`src/rtl/uart_bus_bridge.sv`:
```
// uart_bus_bridge: UART command-frame to 32-bit bus initiator.
// Frames: 'W' + addr[4] + data[4] -> one bus write, reply 0x4B.
//         'R' + addr[4]           -> one bus read, reply data[4] MSB first.
//         anything else           -> reply 0x3F.
// Multi-byte fields are MSB first. A stalled frame is dropped silently
// after TIMEOUT_CYCLES idle cycles.
module uart_bus_bridge #(
  parameter int READ_LATENCY   = 1,
  parameter int TIMEOUT_CYCLES = 50_000_000
) (
  input  logic        clk,
  input  logic        rst,
  input  logic        rx_flag,
  input  logic [7:0]  rx_data,
  output logic        rx_flag_clr,
  input  logic        uart_busy,
  output logic        tx_send,
  output logic [7:0]  tx_data,
  output logic [31:0] bus_addr,
  output logic [31:0] bus_wrdata,
  output logic        bus_wren,
  input  logic [31:0] bus_rddata,
  output logic        bridge_active
);

  localparam int          TW      = $clog2(TIMEOUT_CYCLES + 1);
  localparam logic [TW-1:0] TO_LAST = TW'(TIMEOUT_CYCLES - 1);
  localparam logic [1:0]  RD_LAT  = 2'(READ_LATENCY);

  localparam logic [3:0] S_IDLE       = 4'd0;
  localparam logic [3:0] S_ADDR       = 4'd1;
  localparam logic [3:0] S_DATA       = 4'd2;
  localparam logic [3:0] S_BUS_WR     = 4'd3;
  localparam logic [3:0] S_BUS_RD     = 4'd4;
  localparam logic [3:0] S_RD_WAIT    = 4'd5;
  localparam logic [3:0] S_TX_LOAD    = 4'd6;
  localparam logic [3:0] S_TX_PULSE   = 4'd7;
  localparam logic [3:0] S_TX_WAIT_HI = 4'd8;
  localparam logic [3:0] S_TX_WAIT_LO = 4'd9;

  // States during which the bridge owns the bus.
  function automatic logic is_bus_state(input logic [3:0] s);
    return (s == S_BUS_WR) || (s == S_BUS_RD) || (s == S_RD_WAIT);
  endfunction

  logic [3:0]    state_q, state_d;
  logic          cmd_wr_q, cmd_wr_d;
  logic [1:0]    cnt_q, cnt_d;
  logic [31:0]   addr_q, addr_d;
  logic [31:0]   data_q, data_d;
  logic [TW-1:0] to_q, to_d;
  logic [1:0]    lat_q, lat_d;
  logic [31:0]   txsh_q, txsh_d;
  logic [2:0]    rem_q, rem_d;
  logic [1:0]    guard_q, guard_d;
  logic          clr_prev_q, clr_prev_d;
  logic [7:0]    tx_data_q, tx_data_d;
  logic          tx_send_q, tx_send_d;
  logic [31:0]   bus_addr_q, bus_addr_d;
  logic [31:0]   bus_wrdata_q, bus_wrdata_d;
  logic          bus_wren_q, bus_wren_d;
  logic          active_q, active_d;
  logic          rx_state_s;
  logic          consume_s;

  // Byte intake: only in receiving states, and never two cycles in a row so
  // the UART has a cycle to drop rx_flag after the clear pulse.
  always_comb begin
    rx_state_s = (state_q == S_IDLE) || (state_q == S_ADDR) || (state_q == S_DATA);
    consume_s  = rx_flag & rx_state_s & ~clr_prev_q & ~rst;
  end

  // Next-state and datapath computation for the frame/bus/reply sequencer.
  always_comb begin
    state_d    = state_q;
    cmd_wr_d   = cmd_wr_q;
    cnt_d      = cnt_q;
    addr_d     = addr_q;
    data_d     = data_q;
    to_d       = to_q;
    lat_d      = lat_q;
    txsh_d     = txsh_q;
    rem_d      = rem_q;
    guard_d    = guard_q;
    tx_data_d  = tx_data_q;
    clr_prev_d = consume_s;

    case (state_q)
      S_IDLE: begin
        if (consume_s) begin
          cnt_d  = 2'd0;
          to_d   = '0;
          addr_d = 32'h0;
          data_d = 32'h0;
          if (rx_data == 8'h57) begin
            cmd_wr_d = 1'b1;
            state_d  = S_ADDR;
          end else if (rx_data == 8'h52) begin
            cmd_wr_d = 1'b0;
            state_d  = S_ADDR;
          end else begin
            txsh_d  = {8'h3F, 24'h0};
            rem_d   = 3'd1;
            state_d = S_TX_LOAD;
          end
        end else begin
          state_d = S_IDLE;
        end
      end
      S_ADDR: begin
        if (consume_s) begin
          addr_d = {addr_q[23:0], rx_data};
          to_d   = '0;
          if (cnt_q == 2'd3) begin
            cnt_d   = 2'd0;
            state_d = cmd_wr_q ? S_DATA : S_BUS_RD;
          end else begin
            cnt_d = cnt_q + 2'd1;
          end
        end else if (to_q == TO_LAST) begin
          // Host went quiet mid-frame: drop everything collected so far.
          to_d    = '0;
          cnt_d   = 2'd0;
          addr_d  = 32'h0;
          state_d = S_IDLE;
        end else begin
          to_d = to_q + TW'(1);
        end
      end
      S_DATA: begin
        if (consume_s) begin
          data_d = {data_q[23:0], rx_data};
          to_d   = '0;
          if (cnt_q == 2'd3) begin
            cnt_d   = 2'd0;
            state_d = S_BUS_WR;
          end else begin
            cnt_d = cnt_q + 2'd1;
          end
        end else if (to_q == TO_LAST) begin
          to_d    = '0;
          cnt_d   = 2'd0;
          addr_d  = 32'h0;
          data_d  = 32'h0;
          state_d = S_IDLE;
        end else begin
          to_d = to_q + TW'(1);
        end
      end
      S_BUS_WR: begin
        txsh_d  = {8'h4B, 24'h0};
        rem_d   = 3'd1;
        state_d = S_TX_LOAD;
      end
      S_BUS_RD: begin
        if (RD_LAT == 2'd0) begin
          txsh_d  = bus_rddata;
          rem_d   = 3'd4;
          state_d = S_TX_LOAD;
        end else begin
          lat_d   = 2'd1;
          state_d = S_RD_WAIT;
        end
      end
      S_RD_WAIT: begin
        if (lat_q == RD_LAT) begin
          txsh_d  = bus_rddata;
          rem_d   = 3'd4;
          state_d = S_TX_LOAD;
        end else begin
          lat_d = lat_q + 2'd1;
        end
      end
      S_TX_LOAD: begin
        if (!uart_busy) begin
          tx_data_d = txsh_q[31:24];
          txsh_d    = {txsh_q[23:0], 8'h00};
          state_d   = S_TX_PULSE;
        end else begin
          state_d = S_TX_LOAD;
        end
      end
      S_TX_PULSE: begin
        guard_d = 2'd0;
        state_d = S_TX_WAIT_HI;
      end
      S_TX_WAIT_HI: begin
        // A UART that never raises busy must not hang the bridge.
        if (uart_busy || (guard_q == 2'd3)) begin
          state_d = S_TX_WAIT_LO;
        end else begin
          guard_d = guard_q + 2'd1;
        end
      end
      S_TX_WAIT_LO: begin
        if (!uart_busy) begin
          rem_d   = rem_q - 3'd1;
          state_d = (rem_q <= 3'd1) ? S_IDLE : S_TX_LOAD;
        end else begin
          state_d = S_TX_WAIT_LO;
        end
      end
      default: begin
        state_d = S_IDLE;
      end
    endcase

    // Bus and TX outputs are registered from the next state so they line up
    // exactly with the state that owns them.
    active_d     = is_bus_state(state_d);
    bus_addr_d   = active_d ? addr_d : 32'h0;
    bus_wrdata_d = (state_d == S_BUS_WR) ? data_d : 32'h0;
    bus_wren_d   = (state_d == S_BUS_WR);
    tx_send_d    = (state_d == S_TX_PULSE);
  end

  // State and output registers with synchronous reset.
  always_ff @(posedge clk) begin
    if (rst) begin
      state_q      <= S_IDLE;
      cmd_wr_q     <= 1'b0;
      cnt_q        <= 2'd0;
      addr_q       <= 32'h0;
      data_q       <= 32'h0;
      to_q         <= '0;
      lat_q        <= 2'd0;
      txsh_q       <= 32'h0;
      rem_q        <= 3'd0;
      guard_q      <= 2'd0;
      clr_prev_q   <= 1'b0;
      tx_data_q    <= 8'h00;
      tx_send_q    <= 1'b0;
      bus_addr_q   <= 32'h0;
      bus_wrdata_q <= 32'h0;
      bus_wren_q   <= 1'b0;
      active_q     <= 1'b0;
    end else begin
      state_q      <= state_d;
      cmd_wr_q     <= cmd_wr_d;
      cnt_q        <= cnt_d;
      addr_q       <= addr_d;
      data_q       <= data_d;
      to_q         <= to_d;
      lat_q        <= lat_d;
      txsh_q       <= txsh_d;
      rem_q        <= rem_d;
      guard_q      <= guard_d;
      clr_prev_q   <= clr_prev_d;
      tx_data_q    <= tx_data_d;
      tx_send_q    <= tx_send_d;
      bus_addr_q   <= bus_addr_d;
      bus_wrdata_q <= bus_wrdata_d;
      bus_wren_q   <= bus_wren_d;
      active_q     <= active_d;
    end
  end

  // Clear pulse accompanies the capture edge; the write strobe is also
  // suppressed in the reset cycle itself so a reset never completes a write.
  assign rx_flag_clr   = consume_s;
  assign tx_send       = tx_send_q;
  assign tx_data       = tx_data_q;
  assign bus_addr      = bus_addr_q;
  assign bus_wrdata    = bus_wrdata_q;
  assign bus_wren      = bus_wren_q & ~rst;
  assign bridge_active = active_q;

endmodule

```
`config.mk`:
```
export PLATFORM = sky130hd
export DESIGN_NAME = uart_bus_bridge
export DESIGN_NICKNAME = d
export VERILOG_FILES = /design/src/rtl/uart_bus_bridge.sv
export SDC_FILE = /design/constraint.sdc
export NUM_CORES = 1
export LEC_CHECK = 0
export CORE_MARGIN = 10
export CORE_UTILIZATION = 45
export DETAILED_ROUTE_END_ITERATION = 8
export PLACE_DENSITY = 0.71
export SLEW_MARGIN = 20
export SYNTH_ARGS = -nofsm -noshare
export SYNTH_HDL_FRONTEND = slang
export SYNTH_SLANG_ARGS = --single-unit
```
`constraint.sdc`:
```
create_clock -name clk -period 2 [get_ports clk]
set_input_delay 0.2 -clock clk [delete_from_list [all_inputs] [get_ports clk]]
set_output_delay 0.2 -clock clk [all_outputs]
set_load 0.1 [all_outputs]
```
; After elaboration in Yosys (flattened, before gate mapping)
; Index checks and enable logic that the tools add are counted.
[classes]
n_mux = 51
div = 0
eq_ne = 28
n_addsub = 5
n_mul = 0
reduce_logical = 23
bitwise = 9
magnitude_cmp = 1
shift = 0
[op_table]
columns = cell, count
row1 = 32-bit two-way mux, 12
row2 = 32-bit case mux with 4 select lines, 1
row3 = 32-bit case mux with 3 select lines, 1
row4 = 26-bit two-way mux, 3
row5 = 32-bit case mux with 2 select lines, 1
row6 = 26-bit case mux with 2 select lines, 1
row7 = 4-bit case mux with 10 select lines, 1
row8 = 4-bit two-way mux, 9
row9 = 4-bit by 3-bit == test with 1-bit output (second input constant), 7
row10 = 3-bit two-way mux, 9
row11 = 26-bit by 1-bit adder with 26-bit output (second input constant), 1
row12 = 26-bit == test (second input constant), 1
row13 = 8-bit by 7-bit == test with 1-bit output (second input constant), 2
row14 = 2-bit inequality test (second input constant), 8
row15 = 4-bit by 2-bit == test with 1-bit output (second input constant), 3
row16 = 2-bit two-way mux, 6
row17 = 2-bit case mux with 2 select lines, 3
row18 = 3-bit case mux with 4 select lines, 1
row19 = 6-bit AND reduction, 2
row20 = 4-bit == test (second input constant), 2
row21 = 2-bit AND reduction, 4
row22 = 2-bit nonzero test, 4
row23 = 4-bit nonzero test, 2
row24 = 2-bit by 1-bit adder with 2-bit output (second input constant), 3
row25 = other kinds (13), 30
[totals]
out_inout_bits = 76
memories = 0
register_bits = 212
in_bits = 44
latch_bits = 0
mem_bits_ro = 0
wordCells = 134
ram_bits = 0

; Logic depth before layout (Yosys ltp)
; Gate-level depths: netlist of the first run.
[depth]
ltp_word = 13
ltp_mapped = 10
mapped_depth_nobuf = 8

; Worst setup path after synthesis of the first run
; No wires, ideal clock.
[synth_path]
path_kind = register -> register
start = register state_q[2]
end = register bus_addr_q[5] (netlist: bus_addr[5])
path_slack_ns = -0.431
arrival_ns = 2.367
n_path_buf = 2
path_stages_with_launch = 9
setup_ns = 0.065
cell_sequence = dfxtp_1 > buf_2 > a211o_1 > or2_2 > inv_1 > o221ai_2 > o31a_4 > buf_6 > nor2_1
[synth_between]
elab_chain_cells = 13
[synth_lines]
columns = item, line
row1 = from (decl), 46  ; logic [3:0] state_q, state_d;
row2 = from (signal assigned), 238  ; state_q <= state_d;
row3 = 4-bit by 1-bit == test with 1-bit output / 4-bit zero test (equally long branches), 69  ; rx_state_s = (state_q == S_IDLE) || (state_q == S_ADDR) || (state_q == S_DATA);
row4 = 1-bit logical OR, 69
row5 = 1-bit logical OR *, 69
row6 = 1-bit bitwise AND * (3 in a row), 70  ; consume_s = rx_flag & rx_state_s & ~clr_prev_q & ~rst;
row7 = net rx_flag_clr, 15  ; output logic rx_flag_clr,
row8 = 4-bit two-way mux (on tied branches), "131, 111, 90"
row9 = 4-bit case mux with 10 select lines, 88  ; case (state_q)
row10 = 4-bit by 2-bit == test with 1-bit output / 4-bit by 3-bit == test with 1-bit output (equally long branches), 43  ; return (s == S_BUS_WR) || (s == S_BUS_RD) || (s == S_RD_WAIT);
row11 = 1-bit logical OR (2 in a row), 43
row12 = 1-bit inverter (no line), n/a
row13 = 2-bit OR reduction (no line), n/a
row14 = to (signal assigned), 251  ; bus_addr_q <= bus_addr_d;
row15 = to (decl), 59  ; logic [31:0] bus_addr_q, bus_addr_d;
; Mark *: on every way through the listed nets, which the timed path passes. The rest lies on a longest branch.
; A chain may end at the register's enable or synchronous reset.

; Worst setup path in the final report of the first run
[layout_path]
start = register state_q[1]
end = register bus_addr_q[2] (netlist: bus_addr[2])
[layout_between]
elab_chain_cells = 13
[layout_lines]
columns = item, line
row1 = 4-bit by 1-bit == test with 1-bit output / 4-bit zero test (equally long branches), "69, 88"
row2 = 1-bit logical OR (2 in a row), 69
row3 = 1-bit bitwise AND (3 in a row), 70
row4 = 4-bit two-way mux (on tied branches), "131, 111, 90"
row5 = 4-bit case mux with 10 select lines, 88
row6 = 4-bit by 2-bit == test with 1-bit output / 4-bit by 3-bit == test with 1-bit output (equally long branches), 43
row7 = 1-bit logical OR (2 in a row), 43
row8 = 1-bit inverter (no line), n/a
row9 = 2-bit OR reduction (no line), n/a
; Several ways; a longest one is shown, not always the timed one.

==> summary by stage, run 1 <==
Finish
After filler insertion, the fill cell instance count of the layout stands at 1509. The most frequent standard cell in the layout excluding fill and tap cells is dfxtp_1. In the final design database the tool counted 1182 nets. The top cell types in the final layout, fill and taps aside, are 206 x dfxtp_1, 159 x nor2_1, 153 x buf_4, 94 x nand2_1, 53 x a21oi_1. The antenna diode instance count is 0. The post-route netlist has 28.9% of its cells at a drive strength greater than 1. From synthesis to final layout, the design area changed by 39.1%.

Power
In this run the power spent charging and discharging nets is 2760 µW. The design internal power is 7830 µW. The leakage power of the design is 0.00466 µW. Per report_power, the sequential group accounts for 42.5% of the total. Of the total power, the clock network draws 41.2%.

The fraction of power spent switching nets is 26.1%. Per report_power, the combinational group accounts for 16.3% of the total. Across the VDD grid, the largest voltage drop is 0.745 mV. The areal power density over the cells is 927 nW/µm².

Logic synthesis
The number of synthesized flops with an enable pin is 0. The net count of the mapped netlist is 1000. In the synthesized netlist the dominant register cell turns out to be dfxtp_1.

By area the synthesized netlist is led by dfxtp_1 52%, nor2_1 8.8%, nand2_1 4.3%. The share of synthesized area in the top cell type comes to 51.6%. The count of state elements after synthesis is 212. The Yosys step of the flow raised 0 warnings. In the synthesized netlist the async set-or-reset flop fraction comes to 0%. The portion of the post-synthesis area used by sequential elements is 51.6%.

The mapped netlist covers 8220 µm². Counting distinct cell types in the post-synthesis netlist gives 65. The cell taking the most area after synthesis is dfxtp_1.

The cell count after synthesis is 950. The mean cell area of the mapped netlist is 8.65 µm².

Floorplan
The full die area is 24100 µm². The core region is 18000 µm². The overall die width is 155 µm. Measured along the y axis, the die boundary spans 155 µm. 120 I/O pins were placed.

For this configuration, the core starts out at a cell density of 45.7%. The floorplan has 49 rows.

STA
Across all hold checks on the routed design, the worst slack comes to 0.224 ns. Setup repair after global routing could not meet its margin everywhere. The transition time at the pin with the least slew margin is 0.583 ns. The worst clock skew on the final layout is 0.0104 ns. The final count of hold timing violations is 0. Setup violations remaining at the end of the flow were counted as 78.

The worst path uses 110% of the clock period. The minimum setup slack in the final design is -0.202 ns. The worst path in the final design needs a cycle of 2.20 ns, including I/O delays and setup.

The maximum achievable frequency is 454 MHz. The final max-slew violation count came to 0. Measured against its own limit, the worst slew margin works out to 61.1%. The setup TNS is -10.21 ns.

Worst setup path
The launch point of the worst reg-to-reg path is state_q[1]. In this design, the stage delay of the slowest critical-path cell is 0.54 ns. At the worst endpoint, the arrival time is 2.63 ns. Traced cell by cell, the critical path runs through or4b_4 -> or4_4 -> o221ai_4 -> o221ai_4 -> buf_12 -> o31a_4 -> nor2_2. The start-to-end type of the worst setup path is reg2reg. Measured in cells, the most critical reg-to-reg path has a length of 7.

The category of the worst setup path capture point is a register. In this design, the critical path's most frequently occurring cell is o221ai_4. The maximum fanout along the worst path is 8. STA classifies the critical path startpoint as a register.

The critical register-to-register path endpoint is bus_addr[2]. STA puts the critical path data required time at 2.43 ns. The worst register-to-register path has a setup slack of -0.20 ns.

The slowest cell on the critical path is or4b_4.

Clocking
The longest clock path from root to sink contains 3 buffers. Counting every sink on the clock net gives 212. The clock slew seen by the registers of the worst setup and hold paths is 0.06 ns. The count of hold-fix buffers inserted at cts is 0. The clock tree from TritonCTS is yes. In this run the clock root is driven by a clkbuf_16.

The source-to-sink clock delay at the later pin of the worst-skew pair is 0.50 ns. The CTS buffer count is 22. The H-tree depth is 1.

Detailed routing
The mean routed wirelength per cell is 16.0 µm. Once detail routing completed, the nets flagged for antenna violations numbered 0. The pre-antenna-repair detailed-routing pass consisted of 4 iterations. The average vias per placed instance is 5.33. After detailed routing, the number of remaining DRC violations is 0. The detailed-route via count is 7345. The number of DRC violations after detailed-routing iteration 0 is 482. For this block, the routed nets add up to 22000 µm of wire.

Status
The flow ran to the end, but the final reports show violations. The final reports fail on setup timing.

GRT
The overall global routing resource usage is 17.0%. The pin count of the biggest net entering global routing is 57. The remaining global-route overflow is 0. The first global-routing pass estimated 35200 µm of wire. The via count of the first global-routing pass is 7116. The number of antenna violations at the first check in global routing is 0.

Worst hold path
The path with the worst hold slack has its endpoint at state_q[3]. The worst hold path begins at rst. The type of the worst min-delay path is in2reg. The worst hold path cell count is 3.

Flow run
Max-cap violations in this run came to 0.

Placed design
Before CTS, the worst setup slack after placement is -0.692 ns. Input and output buffers added on the ports amount to 119. The post-detailed-placement half-perimeter wirelength is 14000 µm. Routability-driven placement finished with a final weighted congestion of 0.840.
layer usage:
layer | GRT usage, % | vias to the layer above | wire [µm]
met3 | 3.72 | 36 | 1330
met4 | 4.50 | 0 | 388
met2 | 28.6 | 193 | 10700
li1 | - | 3663 | -
met5 | 0 | - | 0
met1 | 21.6 | 3453 | 9600
registers in the layout (all words and copies together), names as in the netlist, 2 cells and up:
signal and cells:
lat_q 2, guard_q 2, cnt_q 2, rem_q 3, addr_q 32, txsh_q 32, bus_addr 32, data_q 32
to_q 26, state_q 4, bus_wrdata 32, tx_data 8
worst max-delay path: cells and delay by family, from the launching register on:
| kind | cells | cell delay [ns] |
|---|---|---|
| compound gates | 3 | 0.51 |
| buf+inv | 1 | 0.17 |
| flops | 1 | 0.34 |
| simple gates | 3 | 1.10 |
kinds of logic after synthesis:
kind of cell / after synthesis / synth area share (%)
fa+ha+maj: 6 / 0.913
mux: 10 / 1.22
buf+inv: 81 / 4.60
xor+xnor: 24 / 2.56
simple gates: 447 / 24.8
compound gates: 170 / 14.2
flops: 212 / 51.6
how the worst max path moves through the flow:
stage                     from           end  slack, ns  depth (start not counted)
CTS                 clr_prev_q   rx_flag_clr      -0.21                          6
finish              state_q[1]   bus_addr[2]      -0.20                          7
floorplan           state_q[0]   bus_addr[5]      -0.16                          8
global placement    rx_data[7]  bus_addr[27]      -0.61                          7
global route        clr_prev_q   rx_flag_clr      -0.24                          6
detailed placement  rx_data[7]  bus_addr[20]      -0.69                          7
through the flow:
| stage | total power, µW | area [µm²] | util [%] | cells |
|---|---|---|---|---|
| 2_1_floorplan | 5530 | 8250 | - | 950 |
| 3_3_place_gp | 6060 | 10000 | 55.9 | 1320 |
| 3_5_place_dp | 6070 | 10000 | 55.9 | 1320 |
| 4_1_cts | 10600 | 11200 | 62.1 | 1375 |
| 5_1_grt | 11000 | 11400 | 63.6 | 1377 |
| 6_report | 10600 | 11400 | 63.6 | 1377 |
timing repair:
item,4_1_cts,5_1_grt
pin swaps,32,11
buffers inserted,9,1
cloned,6,2
endpoints found under the setup margin,109,179
endpoints found under the hold margin,0,0
gates resized for setup,55,60
cell type report:
type,count,area (µm²),share of cell area (%)
Sequential cell,212,4250,37.2
Multi-Input combinational cell,661,4020,35.1
Timing Repair Buffer,221,2030,17.8
Clock buffer,26,597,5.22
Tap cell,229,287,2.51
Clock inverter,14,186,1.63
Inverter,14,58.8,0.514
power groups by stage:
stage / Combinational (µW) / Clock, µW / Sequential (µW)
final: 1730 / 4370 / 4500
after global routing: 1880 / 4630 / 4520
after detailed placement: 1480 / 0 / 4590
after CTS: 1610 / 4450 / 4500
after floorplan: 930 / 0 / 4600
after global placement: 1470 / 0 / 4580
cell usage after synthesis, types with 10 or more instances:
master    number
inv_1         14
a22oi_1       30
nand3_1       54
clkbuf_1      48
a21oi_1       59
nand2_1       95
a221oi_1      18
xor2_1        19
o21ai_0       20
nor3_1        24
mux2i_1       10
dfxtp_1      212
nor2_1       193
Note: power is estimated with default switching activity, not from simulation.
==> run 2, diff against run 1 <==
- ABC_CLOCK_PERIOD_IN_PS: unset -> 2000
- CORE_UTILIZATION: 45 -> 49
- CTS_CLUSTER_DIAMETER: unset -> 50
- PLACE_DENSITY: 0.71 -> 0.76
==> run 2 against run 1 <==
  * The run still ends with setup timing left
  * Sequential cell count unchanged
  * Via count increased by 2.0%
  * Cell count decreased by 0.58%
  * Fmax decreased by 1.8%
  * Clock power decreased by 4%
  * Combinational power increased by 17%
  * Register-to-register slack got worse by 0.04 ns
  * Sequential power about the same
  * Count of clock-buffer cells in the layout increased by 1
  * First-iteration DRC count increased by 32%
  * Cell area decreased by 0.24%
==> summary by stage, run 2 (synthesis gave the netlist of run 1 again) <==
Detailed routing
The number of DRC violations after detailed-routing iteration 0 came to 636 (+32%). The iteration count of the initial detailed-routing pass is 5 (+1). The detailed router used layers up to and including met4. The count of antenna-violating nets left after detailed routing is 0 (unchanged). The routed wire length was 22600 µm (+2.5%). The amount of wire on met3 after detailed routing is 1530 µm (+14%). The mean routed wirelength per cell is 16.5 µm (+3.1%).

The detailed-route via count is 7493 (+2.0%). The post-route met1 wirelength is 9580 µm (-0.21%). The routed length on met2 was 11100 µm (+3.4%). The average vias per placed instance came to 5.47 (+2.6%). The DRC violation count after routing is 0 (unchanged).

GRT
The remaining global-route overflow came to 0 (unchanged). The overall global routing resource usage is 18.1% (+1.1 points). The global-route wire length before repair is 34400 µm (-2.5%). The pin count of the biggest net entering global routing is 53 (-7.0%). The via count of the first global-routing pass was 7015 (-1.4%). The number of antenna violations at the first check in global routing is 0 (unchanged).

Worst setup path
STA classifies the critical path startpoint as a register. The maximum fanout along the worst path is 8 (unchanged). The required time at the endpoint of the critical path is 2.43 ns (about the same). The worst setup path is of the reg2reg kind. The data arrival time of the critical path is 2.67 ns (+0.04 ns).

The category of the worst setup path capture point is a register.

Placed design
The quantity of I/O buffers inserted on ports is 119 (unchanged). The setup slack after placement is -0.700 ns (-0.00859 ns). The post-detailed-placement half-perimeter wirelength is 13800 µm (-0.92%). The final weighted congestion of routability-driven global placement is 0.898 (+7.0%).

Clocking
The TritonCTS sink count is 212 (unchanged). The source-to-sink clock delay at the later pin of the worst-skew pair was 0.50 ns (about the same). The H-tree depth is 1 (unchanged).

The clock tree from TritonCTS is yes. The CTS buffer count is 23 (+4.5%). The clock slew seen by the registers of the worst setup and hold paths came to 0.07 ns (about the same).

The number of buffers on the longest clock path is 3 (unchanged). The library cell used as clock root buffer is clkbuf_16.

Floorplan
The area inside the core boundary is 16500 µm² (-8.0%). The full die area is 22400 µm² (-7.1%). The initial cell density of the core is 49.7% (+4.0 points). The placement row count was 47 (-4.1%). The I/O pin count was 120 (unchanged).

The overall die width is 150 µm (-3.6%). The overall die height is 150 µm (-3.6%).

STA
The final count of hold timing violations was 0 (unchanged). The final max-slew violation count is 0 (unchanged). The final setup violation count is 102 (+31%). The worst clock skew on the final layout is 0.0125 ns (+0.00218 ns).

The maximum achievable frequency is 446 MHz (-1.8%). The fraction of the cycle the final worst path needs is 112% (+2.0 points). The clock period minus worst slack was 2.24 ns (+0.0407 ns).

The minimum setup slack in the final design is -0.242 ns (-0.0407 ns). Setup repair after global routing could not meet its margin everywhere. The relative max-transition margin is 58.7% (-2.4 points). The transition time at the pin with the least slew margin is 0.619 ns (+0.0362 ns). The setup TNS is -14.05 ns (-3.84 ns).

Power
The leakage power of the design is 0.00460 µW (-1.4%). The combinational cell fraction of total power is 18.8% (+2.5 points). The areal power density over the cells is 942 nW/µm² (+1.6%). The switching power total is 2930 µW (+5.9%). The design internal power is 7810 µW (-0.24%). The maximum VDD drop came to 0.578 mV (-22%). The share of power burned in registers is 42.0% (-0.5 points).

The fraction of power spent switching nets is 27.2% (+1.2 points). The clock network fraction of total power is 39.2% (-2.0 points).

Finish
The layout-stage area growth over the synthesis result is 38.8%. The number of nets in the layout is 1184 (+0.17%). The most frequent standard cell in the layout excluding fill and tap cells is dfxtp_1. The antenna diode instance count was 0 (unchanged). Leaving out fill and tap cells, the most frequent cells in the layout are 209 x dfxtp_1, 173 x nor2_1, 157 x buf_4, 94 x nand2_1, 49 x nand3_1. The share of layout cells above drive strength 1 is 29.6% (+0.67 points).

Status
The final reports fail on setup timing. The flow ran to the end, but the final reports show violations.

Flow run
The number of max-cap violations was 0 (unchanged).

Worst hold path
The tightest min-delay check is of the in2reg type.
## run 2: area by class of cell
class                      instances  area (µm²)
fill                            1253        5120
sequential                       212        4250
multi-input combinational        660        4070
timing repair buffer             223        2000
clock buffer                      27         611
tap                              220         275
clock inverter                    13         145
inverter                          14        56.3
## run 2: layer usage
metal	track usage, %	up-vias
li1	-	3665
met1	23.0	3554
met2	30.7	235
met3	3.74	39
met4	4.47	0
met5	0	-
## run 2: timing repair
| item | CTS | global route |
|---|---|---|
| setup buffers | 3 | 5 |
| pin swaps | 4 | 33 |
| gates resized for setup | 18 | 95 |
| gates cloned | 3 | 4 |
| setup endpoints to repair | 111 | 188 |
| hold buffers | 0 | 0 |
## run 2: through the flow
stage | total power, µW | hold WS [ns] | utilization (%) | area, µm² | std cells
finish | 10700 | 0.254 | 69.0 | 11400 | 1369
floorplan | 5530 | 0.348 | - | 8250 | 950
CTS | 10400 | 0.244 | 66.0 | 10900 | 1360
global placement | 6070 | 0.439 | 60.6 | 10000 | 1314
global route | 11100 | 0.251 | 69.0 | 11400 | 1369
detailed placement | 6100 | 0.445 | 60.6 | 10000 | 1314
## run 2: worst max-delay path, stage by stage (launching register included)
cell	delay, ns
dfxtp_2	0.34
or4b_4	0.55
or4_4	0.46
o221ai_4	0.19
o221ai_4	0.23
o31a_2	0.28
nor2_1	0.13
## run 2: power groups by stage
stage | logic [µW] | registers (µW) | clock network [µW]
floorplan | 930 | 4600 | 0
global placement | 1490 | 4580 | 0
detailed placement | 1520 | 4580 | 0
CTS | 1650 | 4490 | 4280
global route | 2170 | 4530 | 4440
finish | 2020 | 4510 | 4210
## run 2: path summary, 6_finish.rpt
check	depth (start not counted)	start	end	slack [ns]
max	6	state_q[1]	bus_addr[24]	-0.24
min reg2reg	2	txsh_q[4]	txsh_q[4]	0.46
max reg2reg	6	state_q[1]	bus_addr[24]	-0.24
min	3	bus_rddata[7]	txsh_q[7]	0.25
